<file path="config.mk">
export PLATFORM = sky130hd
export DESIGN_NAME = interrupt_sequencer
export DESIGN_NICKNAME = d
export VERILOG_FILES = /design/src/rtl/cpu_int_pkg.sv /design/src/rtl/nmi_edge_latch.sv /design/src/rtl/interrupt_sequencer.sv
export SDC_FILE = /design/constraint.sdc
export NUM_CORES = 1
export LEC_CHECK = 0
export BUFFER_PORTS_ARGS = -buffer_cell sky130_fd_sc_hd__clkbuf_2
export CORE_MARGIN = 2
export CORE_UTILIZATION = 40
export CTS_CLUSTER_DIAMETER = 80
export DETAILED_ROUTE_END_ITERATION = 8
export PLACE_DENSITY = 0.75
export SKIP_LAST_GASP = 1
export SYNTH_ARGS = -nofsm -noshare
export SYNTH_HDL_FRONTEND = slang
export SYNTH_SLANG_ARGS = --single-unit
</file>
<file path="constraint.sdc">
create_clock -name clk -period 1.35 [get_ports clk]
set_input_delay 0.2025 -clock clk [delete_from_list [all_inputs] [get_ports clk]]
set_output_delay 0.2025 -clock clk [all_outputs]
set_load 0.02 [all_outputs]
</file>
<file path="src/rtl/cpu_int_pkg.sv">
// Shared types and constants for the CPU interrupt-entry sequencer.
package cpu_int_pkg;

  typedef enum logic [1:0] {
    KIND_IRQ = 2'd0,
    KIND_NMI = 2'd1,
    KIND_RST = 2'd2,
    KIND_BRK = 2'd3
  } seq_kind_t;

  typedef enum logic {
    ST_IDLE = 1'b0,
    ST_SEQ  = 1'b1
  } seq_state_t;

  localparam logic [7:0] VEC_NMI = 8'hFA;
  localparam logic [7:0] VEC_RST = 8'hFC;
  localparam logic [7:0] VEC_IRQ = 8'hFE;

  localparam logic [2:0] STEP_PUSH_FIRST = 3'd2;
  localparam logic [2:0] STEP_SET_I      = 3'd4;
  localparam logic [2:0] STEP_VEC_LO     = 3'd5;

  // BRK shares the IRQ vector.
  function automatic logic [7:0] vector_of(input seq_kind_t k);
    case (k)
      KIND_NMI: return VEC_NMI;
      KIND_RST: return VEC_RST;
      default:  return VEC_IRQ;
    endcase
  endfunction

endpackage

</file>
<file path="src/rtl/nmi_edge_latch.sv">
// Enable-qualified falling-edge detector on nmi_n with a sticky pending flag.
module nmi_edge_latch (
  input  logic clk,
  input  logic nrst,
  input  logic en,
  input  logic nmi_n,
  input  logic clr,
  output logic pending
);

  logic prev;

  // An edge in the same cycle as clr wins, so a back-to-back NMI is not lost.
  always_ff @(posedge clk) begin
    if (!nrst) begin
      prev    <= 1'b1;
      pending <= 1'b0;
    end else if (en) begin
      prev    <= nmi_n;
      pending <= (pending & ~clr) | (prev & ~nmi_n);
    end
  end

endmodule

</file>
<file path="src/rtl/interrupt_sequencer.sv">
// Arbitrates RST/NMI/IRQ/BRK at instruction boundaries and steps the 7-cycle entry sequence.
// Optional: INTERRUPT_SEQUENCER_NMI_HIJACK_EN lets a late NMI take over an IRQ/BRK entry.
module interrupt_sequencer
  import cpu_int_pkg::*;
#(
  parameter int SEQ_LEN = 7
) (
  input  logic       clk,
  input  logic       nrst,
  input  logic       enableFFs,
  input  logic       nmi_n,
  input  logic       irq_n,
  input  logic       rst_req,
  input  logic       brk_req,
  input  logic       i_flag,
  input  logic       instr_boundary,
  output logic       seq_active,
  output logic [2:0] seq_step,
  output logic [1:0] seq_kind,
  output logic       push_en,
  output logic [7:0] vector_lo,
  output logic       set_i,
  output logic       b_flag,
  output logic       nmi_pending
);

  localparam logic [2:0] LAST_STEP = 3'(SEQ_LEN - 1);

  seq_state_t state;
  seq_kind_t  kind;
  logic [2:0] step;
  logic       rst_pending;
  logic       brk_seq;

  logic idle, start_rst, arb, take_nmi, take_irq, take_brk, hijack, nmi_clr;

  always_comb begin
    idle      = (state == ST_IDLE);
    start_rst = rst_req | rst_pending;
    arb       = idle & instr_boundary & ~start_rst;
    take_nmi  = arb & nmi_pending;
    take_irq  = arb & ~nmi_pending & ~irq_n & ~i_flag;
    take_brk  = arb & ~nmi_pending & (irq_n | i_flag) & brk_req;
`ifdef INTERRUPT_SEQUENCER_NMI_HIJACK_EN
    // Kind switches on the step 3 -> 4 transition, before set_i and the vector fetch.
    hijack    = ~idle & ~start_rst & nmi_pending & (step == STEP_SET_I - 3'd1) &
                ((kind == KIND_IRQ) | (kind == KIND_BRK));
`else
    hijack    = 1'b0;
`endif
    nmi_clr   = take_nmi | hijack;
  end

  nmi_edge_latch u_nmi (
    .clk     (clk),
    .nrst    (nrst),
    .en      (enableFFs),
    .nmi_n   (nmi_n),
    .clr     (nmi_clr),
    .pending (nmi_pending)
  );

  // Reset request overrides everything, including a sequence already in flight.
  always_ff @(posedge clk) begin
    if (!nrst) begin
      state       <= ST_IDLE;
      kind        <= KIND_IRQ;
      step        <= '0;
      rst_pending <= 1'b1;
      brk_seq     <= 1'b0;
    end else if (enableFFs) begin
      if (start_rst) begin
        state       <= ST_SEQ;
        kind        <= KIND_RST;
        step        <= '0;
        brk_seq     <= 1'b0;
        rst_pending <= 1'b0;
      end else if (!idle) begin
        if (hijack) kind <= KIND_NMI;
        if (step == LAST_STEP) begin
          state <= ST_IDLE;
          step  <= '0;
        end else begin
          step <= step + 3'd1;
        end
      end else if (take_nmi | take_irq | take_brk) begin
        state   <= ST_SEQ;
        step    <= '0;
        brk_seq <= take_brk;
        kind    <= take_nmi ? KIND_NMI : (take_irq ? KIND_IRQ : KIND_BRK);
      end
    end
  end

  assign seq_active = ~idle;
  assign seq_step   = step;
  assign seq_kind   = kind;
  assign push_en    = seq_active && (step >= STEP_PUSH_FIRST) && (step <= STEP_SET_I) &&
                      (kind != KIND_RST);
  assign set_i      = seq_active && (step == STEP_SET_I);
  assign vector_lo  = (seq_active && (step >= STEP_VEC_LO)) ? vector_of(kind) : 8'h00;
  assign b_flag     = seq_active & brk_seq;

endmodule

</file>
==> results.py <==
metrics = {
    "outcome": {
        "status": "finished clean",
    },
    "drt": {
        "drtPass1Iterations": 4,
        "dr.first_iter.drc_count": 33,
        "vias": 689,
        "wl_per_cell_um": 13.0,
        "ant_nets": 0,
        "vias_per_cell": 5.60,
        "remaining_drc_errors": 0,
        "routed_wl_um": 1600,
    },
    "setup_path": {
        "endpoint_kind": "primary output",
        "critical_path_class": "reg -> out",
        "crit_buf_inv": 3,
        "critPathMaxFanout": 4,
        "cp-start-kind": "flop",
        "crit_slowest_cell": "dfxtp_2",
        "worstPathRequired_ns": 1.15,
        "cp_top_family": "buffers and inverters",
        "path_cells": "nor2_2, buf_6, nor2_4, buf_4, clkbuf_2",
        "arrival_ns": 1.14,
        "slowest_delay_ns": 0.32,
    },
    "synth": {
        "synth_flop_cell": "dfxtp_1",
        "avgSynthCellArea_um2": 7.76,
        "synthTopCellsByArea": "dfxtp_1 33%, buf_4 7.3%, o21ai_0 4.9%, nand2_1 4.3%, nor2_1 4.3%",
        "ys_async_sr_fraction_pct": 0,
        "syn_inst": 79,
        "syn_nets": 88,
        "synth-edff-count": 0,
        "synth_common_cells": "10 x dfxtp_1, 7 x nand2_1, 7 x nor2_1",
        "synth_top_area_cell": "dfxtp_1",
        "yosys_warnings": 0,
        "yosysSeqAreaShare_pct": 32.7,
        "synth_seq_cells": 10,
        "synth_cell_types": 30,
        "yosysMostFrequentCell": "dfxtp_1",
        "synth.cell_area_um2": 613,
        "netlist.area_leader.share_pct": 32.7,
    },
    "cts": {
        "insertion_delay_ns": 0.26,
        "clock_sinks": 10,
        "clockRootBuffer": "clkbuf_4",
        "hold_buffers": 0,
        "clkTransAtPathRegs_ns": 0.07,
        "cts_tree": "yes",
        "clockBufferDepth": 2,
        "htree_levels": 1,
        "numCtsBuffers": 3,
    },
    "sta": {
        "fmax_mhz": 743,
        "min_period_ns": 1.35,
        "drv_slew": 0,
        "rsz0062_at_grt": "true",
        "hold_violations": 0,
        "holdWs_ns": 0.183,
        "fin_crit_sh_pct": 99.7,
        "finalSetupViolCount": 0,
        "final.setup_skew_ns": 0.000681,
        "fin_tns_setup_ns": 0,
    },
    "floorplanning": {
        "initial_core_util_pct": 41.7,
        "die_h_um": 43.2,
        "dieArea_um2": 1860,
        "coreArea_um2": 1470,
        "rows": 14,
        "die_x_um": 43.2,
        "io_pins": 27,
    },
    "power_and_ir_drop": {
        "p_total_uw": 648,
        "swShare_pct": 28.6,
        "peakVddDrop_mv": 0.450,
        "p_sw_uw": 185,
        "power.leakage_uw": 0.000390,
        "intPower_uw": 462,
        "power_frac_seq_pct": 49.1,
        "p_clk_share_pct": 31.9,
        "combPwrFrac_pct": 19.1,
        "p_per_area_nw_per_um2": 775,
    },
    "finish": {
        "drive_gt1_share_pct": 44.9,
        "area_growth_pct": 36.3,
        "nets": 118,
        "antennaDiodeCount": 0,
        "fin_util_pct": 56.8,
    },
    "global_routing": {
        "grt_max_degree": 14,
        "antenna_found_initial": 0,
        "grt_overflow_total": 0,
        "grt_use_total_pct": 18.5,
        "grt_first_pass_wirelength_um": 2500,
        "grt_pass1_vias": 614,
    },
    "placement": {
        "io_buffers": 25,
        "place_hpwl_um": 1140,
        "gp_congestion": 0.843,
    },
    "run": {
        "max_cap_viol_count": 0,
    },
    "hold_path": {
        "hp-class": "in -> reg",
    },
}
## power groups by stage
stage / registers [uW] / clock network, uW / logic, uW
floorplan: 333 / 0 / 73.0
global placement: 328 / 0 / 108
detailed placement: 329 / 0 / 110
CTS: 318 / 207 / 123
global route: 319 / 225 / 134
finish: 318 / 206 / 124
## worst register-to-register path: cells and delay by family, from the launching register on
| family | cells | cell delay (ns) |
|---|---|---|
| buffers and inverters | 1 | 0.13 |
| AO/OA/AOI/OAI | 3 | 0.55 |
| AND/OR/NAND/NOR | 1 | 0.13 |
| flip-flops | 1 | 0.35 |
## cell usage in the layout (no fill, tap or decap), drive strengths merged
cell type  synthesis  layout
conb               1       1
a21oi              3       3
nand2              7       7
inv                5       5
o211a              1       1
o31a               1       1
a21boi             1       1
o21ba              2       2
a211oi             2       2
nand2b             3       3
nor3               2       2
o21ai              6       6
buf                8      11
o31ai              1       1
and2               1       1
o22ai              1       1
o221a              1       1
nor2b              2       2
nand3              3       3
nand4              2       2
o32ai              1       1
nor2               7       7
mux2i              2       2
a31oi              3       3
dfxtp             10      10
clkbuf             1      26
o21a               2       2
## flip-flops by register name, summed over array words and instances (netlist names)
name and flops:
seq_step 3, seq_kind 2, brk_seq 1, rst_pending 1, seq_active 1, u_nmi.pending 1, u_nmi.prev 1
## layer usage
layer | GRT usage, % | wire, um | vias up
met5 | 0 | 0 | -
met4 | 12.1 | 15 | 0
met3 | 5.11 | 98 | 2
met2 | 27.8 | 800 | 37
met1 | 22.9 | 683 | 316
li1 | - | - | 334
## per-stage QoR
| step | std cells | instance area, um2 | setup WS, ns |
|---|---|---|---|
| floorplan | 79 | 627 | -0.0709 |
| global route | 123 | 836 | -0.0796 |
| detailed placement | 115 | 743 | 0.0996 |
| finish | 123 | 836 | 0.00343 |
| global placement | 115 | 743 | 0.154 |
| CTS | 120 | 803 | -0.0535 |
## cells by family after synthesis
| logic type | Yosys count | share of synthesized area [%] |
|---|---|---|
| other | 1 | 0.612 |
| buffers and inverters | 14 | 12.7 |
| DFF | 10 | 32.7 |
| muxes | 2 | 3.27 |
| and+or+nand+nor | 27 | 20.8 |
| AOI/OAI and AO/OA | 25 | 30.0 |
## final timing paths
check                                 start           end  slack (ns)  cells after the start
worst min-delay path                  nmi_n    u_nmi.prev        0.18                      3
worst max-delay path            seq_step[1]  vector_lo[4]       0.003                      5
worst min register to register   u_nmi.prev    u_nmi.prev        0.49                      2
worst max register to register   seq_active   seq_kind[1]        0.08                      5
## area by class of cell
cell class | instances | area, um2
fill | 142 | 636
tap | 16 | 20.0
clock buffer | 3 | 22.5
sequential | 10 | 208
inverter | 5 | 18.8
timing repair buffer | 34 | 214
multi-input combinational | 55 | 353
## timing repair
item / in CTS / in global routing
setup buffers: 2 / 3
pin swaps: 2 / 1
gates resized for setup: 8 / 6
setup endpoints to repair: 8 / 8
Note: power is estimated with default switching activity, not from simulation.
